<file path="src/rtl/score_pkg.sv">
// Shared types and seven-segment decode helpers for the BCD score counter.
package score_pkg;

    typedef logic [3:0] bcd_digit_t;

    // Patterns are active-high, bit0 = a ... bit6 = g.
    localparam logic [6:0] SEG_ZERO  = 7'b0111111;
    localparam logic [6:0] SEG_BLANK = 7'b0000000;

    localparam logic [6:0] SEG_PATTERNS [10] = '{
        SEG_ZERO, 7'b0000110, 7'b1011011, 7'b1001111, 7'b1100110,
        7'b1101101, 7'b1111101, 7'b0000111, 7'b1111111, 7'b1101111
    };

    function automatic logic [6:0] bcd_to_seg(input bcd_digit_t digit, input logic active_low);
        logic [6:0] pattern;
        pattern = SEG_BLANK;
        if (digit <= 4'd9) begin
            pattern = SEG_PATTERNS[digit];
        end
        return active_low ? ~pattern : pattern;
    endfunction

endpackage

</file>
<file path="src/rtl/bcd_digit.sv">
// One decimal digit of the score: counts 0..9 when carry_in is high, passes carry on 9.
module bcd_digit
    import score_pkg::*;
(
    input  logic       clk,
    input  logic       reset,
    input  logic       clear,
    input  logic       carry_in,
    output bcd_digit_t value,
    output logic       carry_out
);

    bcd_digit_t value_q;
    bcd_digit_t value_d;

    always_comb begin
        value_d = value_q;
        if (clear) begin
            value_d = 4'd0;
        end else if (carry_in) begin
            value_d = (value_q == 4'd9) ? 4'd0 : value_q + 4'd1;
        end
    end

    always_ff @(posedge clk) begin
        if (reset) begin
            value_q <= 4'd0;
        end else begin
            value_q <= value_d;
        end
    end

    assign value     = value_q;
    assign carry_out = carry_in && (value_q == 4'd9);

endmodule

</file>
<file path="src/rtl/score_counter_bcd.sv">
// Multi-digit BCD score counter with seven-segment drive, wrap/saturate and overflow.
// Optional high-score register enabled by defining SCORE_HIGH_SCORE_EN.
module score_counter_bcd
    import score_pkg::*;
#(
    parameter int NUM_DIGITS     = 3,
    parameter bit WRAP           = 1'b1,
    parameter bit SEG_ACTIVE_LOW = 1'b1
) (
    input  logic                      clk,
    input  logic                      reset,
    input  logic                      incr,
    input  logic                      clear,
`ifdef SCORE_HIGH_SCORE_EN
    input  logic                      game_over,
`endif
    output logic [4*NUM_DIGITS-1:0]   bcd,
    output logic [7*NUM_DIGITS-1:0]   seg,
`ifdef SCORE_HIGH_SCORE_EN
    output logic [4*NUM_DIGITS-1:0]   hs_bcd,
    output logic [7*NUM_DIGITS-1:0]   hs_seg,
`endif
    output logic                      overflow,
    output logic                      at_max
);

    logic [NUM_DIGITS:0]   carry;
    logic [NUM_DIGITS-1:0] digit_nine;
    logic                  overflow_q;
    logic                  overflow_d;

    // In saturate mode an increment at all-nines is simply swallowed here.
    assign carry[0] = incr && (WRAP || !at_max);

    for (genvar i = 0; i < NUM_DIGITS; i++) begin : g_digit
        bcd_digit u_digit (
            .clk       (clk),
            .reset     (reset),
            .clear     (clear),
            .carry_in  (carry[i]),
            .value     (bcd[4*i +: 4]),
            .carry_out (carry[i+1])
        );
        assign digit_nine[i]  = (bcd[4*i +: 4] == 4'd9);
        assign seg[7*i +: 7]  = bcd_to_seg(bcd[4*i +: 4], SEG_ACTIVE_LOW);
    end

    assign at_max = &digit_nine;

    // Carry out of the top digit means the score just wrapped to zero.
    assign overflow_d = WRAP && carry[NUM_DIGITS] && !clear;

    always_ff @(posedge clk) begin
        if (reset) begin
            overflow_q <= 1'b0;
        end else begin
            overflow_q <= overflow_d;
        end
    end

    assign overflow = overflow_q;

`ifdef SCORE_HIGH_SCORE_EN
    logic [4*NUM_DIGITS-1:0] hs_q;
    logic [4*NUM_DIGITS-1:0] hs_d;

    // Valid BCD compares correctly as a plain unsigned vector, MSD first.
    always_comb begin
        hs_d = hs_q;
        if (game_over && (bcd > hs_q)) begin
            hs_d = bcd;
        end
    end

    always_ff @(posedge clk) begin
        if (reset) begin
            hs_q <= '0;
        end else begin
            hs_q <= hs_d;
        end
    end

    assign hs_bcd = hs_q;

    for (genvar j = 0; j < NUM_DIGITS; j++) begin : g_hs_seg
        assign hs_seg[7*j +: 7] = bcd_to_seg(hs_q[4*j +: 4], SEG_ACTIVE_LOW);
    end
`endif

endmodule

</file>
<file path="config.mk">
export PLATFORM = sky130hd
export DESIGN_NAME = score_counter_bcd
export DESIGN_NICKNAME = d
export VERILOG_FILES = /design/src/rtl/score_pkg.sv /design/src/rtl/bcd_digit.sv /design/src/rtl/score_counter_bcd.sv
export SDC_FILE = /design/constraint.sdc
export NUM_CORES = 1
export LEC_CHECK = 0
export ABC_AREA = 1
export BUFFER_PORTS_ARGS = -buffer_cell sky130_fd_sc_hd__buf_2
export CAP_MARGIN = 20
export CORE_ASPECT_RATIO = 0.6
export CORE_MARGIN = 4
export CORE_UTILIZATION = 40
export CTS_BUF_LIST = sky130_fd_sc_hd__clkbuf_4 sky130_fd_sc_hd__clkbuf_8
export CTS_CLUSTER_SIZE = 12
export DETAILED_ROUTE_END_ITERATION = 7
export GPL_ROUTABILITY_DRIVEN = 1
export GPL_TIMING_DRIVEN = 1
export PLACE_DENSITY = 0.74
export SLEW_MARGIN = 10
export SYNTH_ARGS = -nofsm -noshare
export SYNTH_HDL_FRONTEND = slang
export SYNTH_SLANG_ARGS = --single-unit
</file>
<file path="constraint.sdc">
create_clock -name clk -period 1.58 [get_ports clk]
set_input_delay 0.316 -clock clk [delete_from_list [all_inputs] [get_ports clk]]
set_output_delay 0.316 -clock clk [all_outputs]
set_load 0.02 [all_outputs]
</file>
==> flow_metrics.py <==
metrics = {
    "status": {
        "status": "finished, violations left",
        "violations": "negative setup slack",
    },
    "clock_tree": {
        "ctsLongestPathBuffers": 2,
        "cts_hold_buf": 0,
        "clk-insertion-delay-late_ns": 0.25,
        "cts_tree": "built",
        "clockRootBuffer": "clkbuf_8",
        "clk_pin_slew_worst_paths_ns": 0.06,
        "cts_made_buffers": 3,
        "clock-sinks": 13,
        "htree_num_levels": 1,
    },
    "setup_path": {
        "cpMaxStageDelayCell": "dfxtp_4",
        "end_kind": "output port",
        "critical_path_class": "register to output port",
        "cp-start-kind": "register",
        "crit_fanout": 7,
        "cp_top_family": "flip-flops",
        "cp.arrival_ns": 1.44,
        "crit_chain": "inv_4 > ha_4 > o21ai_2 > nand2_2 > buf_4 > nand2_2 > buf_6",
        "cp_common_cell": "nand2_2",
        "crit_path_max_incr_delay_ns": 0.36,
        "required_ns": 1.26,
        "critPathBufInv": 3,
    },
    "synthesis": {
        "avgSynthCellArea_um2": 6.52,
        "ys_seq_area_frac": 0.213,
        "syn-instance-count": 187,
        "ys_types": 18,
        "ys_warn_count": 0,
        "syn_nets": 212,
        "ys_ff_latch": 13,
        "synth_area_um2": 1220,
    },
    "sta": {
        "period_minus_slack_ns": 1.76,
        "tns_ns": -2.87,
        "relSlewSlack": 0.784,
        "fin_crit_sh": 1.11,
        "hold_viol_final": 0,
        "fin_skew_ns": 0.000577,
        "hold_ws_ns": 0.362,
        "slew_viol_final": 0,
        "max_clock_freq_ghz": 0.568,
        "worst_pin_slew_ns": 0.323,
        "setup_ws_ns": -0.180,
        "setup_viol": 22,
        "rsz0062_at_grt": "true",
    },
    "global_route": {
        "grt_max_degree": 9,
        "antenna_found_initial": 0,
        "grt_use_met3": 0.0609,
        "track_usage": 0.229,
        "grt_use_met2": 0.370,
        "grt_pass1_vias": 1537,
        "grt.busiest_layer": "met2",
        "grt-ovfl-total": 0,
        "grt_pass1_wl_mm": 7.11,
        "use_met1": 0.274,
    },
    "final_layout": {
        "n_antenna_cell": 0,
        "fin_area_um2": 2240,
        "nNetsFinal": 288,
        "syn_to_final_growth_pct": 84.0,
        "utilization": 0.777,
        "multi_input_area_um2": 1140,
        "fillers": 208,
        "register_area_um2": 283,
        "final_layout_size_suffix_gt1_frac": 0.569,
        "instances_no_fill": 304,
    },
    "floorplan": {
        "initial_utilization": 0.422,
        "die_w_um": 79.3,
        "io_pins": 39,
        "rows": 15,
        "core_area_um2": 2890,
        "die_y_um": 50.8,
        "die_area_um2": 4030,
    },
    "flow_run": {
        "drv_cap": 0,
    },
    "drt": {
        "vias_per_cell": 5.02,
        "wl_per_cell_um": 14.7,
        "drc_errors": 0,
        "totalWireLength_mm": 4.46,
        "vias": 1525,
        "ant_nets": 0,
        "drtIter0Drc": 78,
        "drt_first_pass_iters": 4,
    },
    "placement": {
        "placed_cell_area_um2": 1680,
        "port_buffers": 38,
        "placedCellCount": 288,
        "gp_congestion": 0.817,
        "place_ws_ns": -0.0666,
        "dp_hpwl_mm": 2.70,
    },
    "pwr": {
        "ir_worst_vdd_v": 0.000397,
        "p_leak_nw": 1.10,
        "p_per_area_nw_per_um2": 343,
        "total_power_mw": 0.771,
    },
    "hold_path": {
        "hp-class": "input pin to register",
    },
}
-- worst register-to-register path, stage by stage, from the launching register on --
cell and delay (ns):
dfxtp_2 0.33, inv_4 0.09, ha_4 0.19, nand2_4 0.07, nor2_4 0.13, buf_4 0.13, buf_4 0.11, nand3_2 0.09
nor2_1 0.15, nand2_1 0.08, nand2_1 0.07
-- cell type report --
cell class | count | share of cell area
multi-input cells | 145 | 0.507
inverters | 27 | 0.0574
well taps | 42 | 0.0234
flip-flops and latches | 13 | 0.126
clock buffers | 4 | 0.0217
repair buffers | 73 | 0.265
-- timing repair --
action / CTS / global route
buffers inserted: 9 / 3
endpoints found under the setup margin: 22 / 24
pin swaps: 24 / 14
resized for setup: 111 / 23
-- cell usage after synthesis --
cell      count  area (µm²)
nand3_2       1        10.0
a21oi_1       6        30.0
nand3_1      13        65.1
o21ai_0      25         125
o31ai_1       2        15.0
nor3_1        4        20.0
buf_6         1        11.3
ha_1         21         263
buf_2         1        5.00
xor2_1        1        8.76
a31oi_1       1        6.26
o211ai_1      2        15.0
nand2_1      40         150
nor2_1       25        93.8
nand4_1       1        6.26
nor2_4        3        33.8
dfxtp_1      13         260
inv_1        27         101
-- state kept, by name, indices dropped and copies added (netlist names) --
signal / count
g_digit.u_digit.value: 12
overflow: 1
-- final timing paths --
| kind | from | endpoint | slack [ns] | depth (start not counted) |
|---|---|---|---|---|
| worst max-delay path | g_digit[2].u_digit.value[1]$_SDFFE_PP0P_ | seg[15] | -0.18 | 7 |
| worst min-delay path | reset | g_digit[1].u_digit.value[0]$_SDFFE_PP0N_ | 0.36 | 4 |
| worst max register to register | g_digit[1].u_digit.value[1]$_SDFFE_PP0N_ | g_digit[2].u_digit.value[1]$_SDFFE_PP0P_ | 0.08 | 10 |
| worst min register to register | g_digit[2].u_digit.value[3]$_SDFFE_PP0P_ | g_digit[2].u_digit.value[3]$_SDFFE_PP0P_ | 0.51 | 2 |
-- per-layer routing --
metal | vias up | part of all wire
met1 | 696 | 0.44
met5 | - | 0
li1 | 761 | -
met3 | 8 | 0.070
met4 | 0 | 0.017
met2 | 60 | 0.48
-- layout by cell type (no fill, tap or decap) --
| cell | n |
|---|---|
| clkbuf_4 | 1 |
| clkinv_4 | 1 |
| o21ai_2 | 14 |
| o21ai_4 | 2 |
| inv_4 | 4 |
| a21oi_1 | 6 |
| nand2_2 | 8 |
| dfxtp_2 | 6 |
| nor2_1 | 18 |
| o31ai_1 | 1 |
| dfxtp_1 | 3 |
| o21ai_1 | 6 |
| ha_1 | 10 |
| xor2_1 | 1 |
| nor3_1 | 4 |
| o31ai_2 | 1 |
| a31oi_1 | 1 |
| nand3_1 | 12 |
| nand4_1 | 1 |
| nor2_4 | 7 |
| nor2_2 | 3 |
| nand3_2 | 2 |
| buf_4 | 34 |
| o211ai_1 | 2 |
| buf_6 | 23 |
| nand2_4 | 2 |
| inv_8 | 1 |
| dfxtp_4 | 4 |
| inv_1 | 15 |
| inv_6 | 1 |
| o21ai_0 | 3 |
| buf_2 | 16 |
| inv_2 | 5 |
| clkbuf_8 | 3 |
| ha_4 | 11 |
| nand2_1 | 30 |
-- cell families after synthesis --
group | Yosys count | share of synthesized area
buffers and inverters | 29 | 0.0964
DFF | 13 | 0.213
AOI/OAI and AO/OA | 36 | 0.157
and+or+nand+nor | 87 | 0.311
xor gates and xnor gates | 1 | 0.00718
adders and majority gates | 21 | 0.215
-- power breakdown --
part / internal (mW) / total, mW / switching, mW
sequential: 0.324 / 0.328 / 0.00412
clock: 0.196 / 0.337 / 0.140
combinational: 0.0464 / 0.107 / 0.0601
total: 0.566 / 0.771 / 0.204
(Power assumes the default switching activity.)
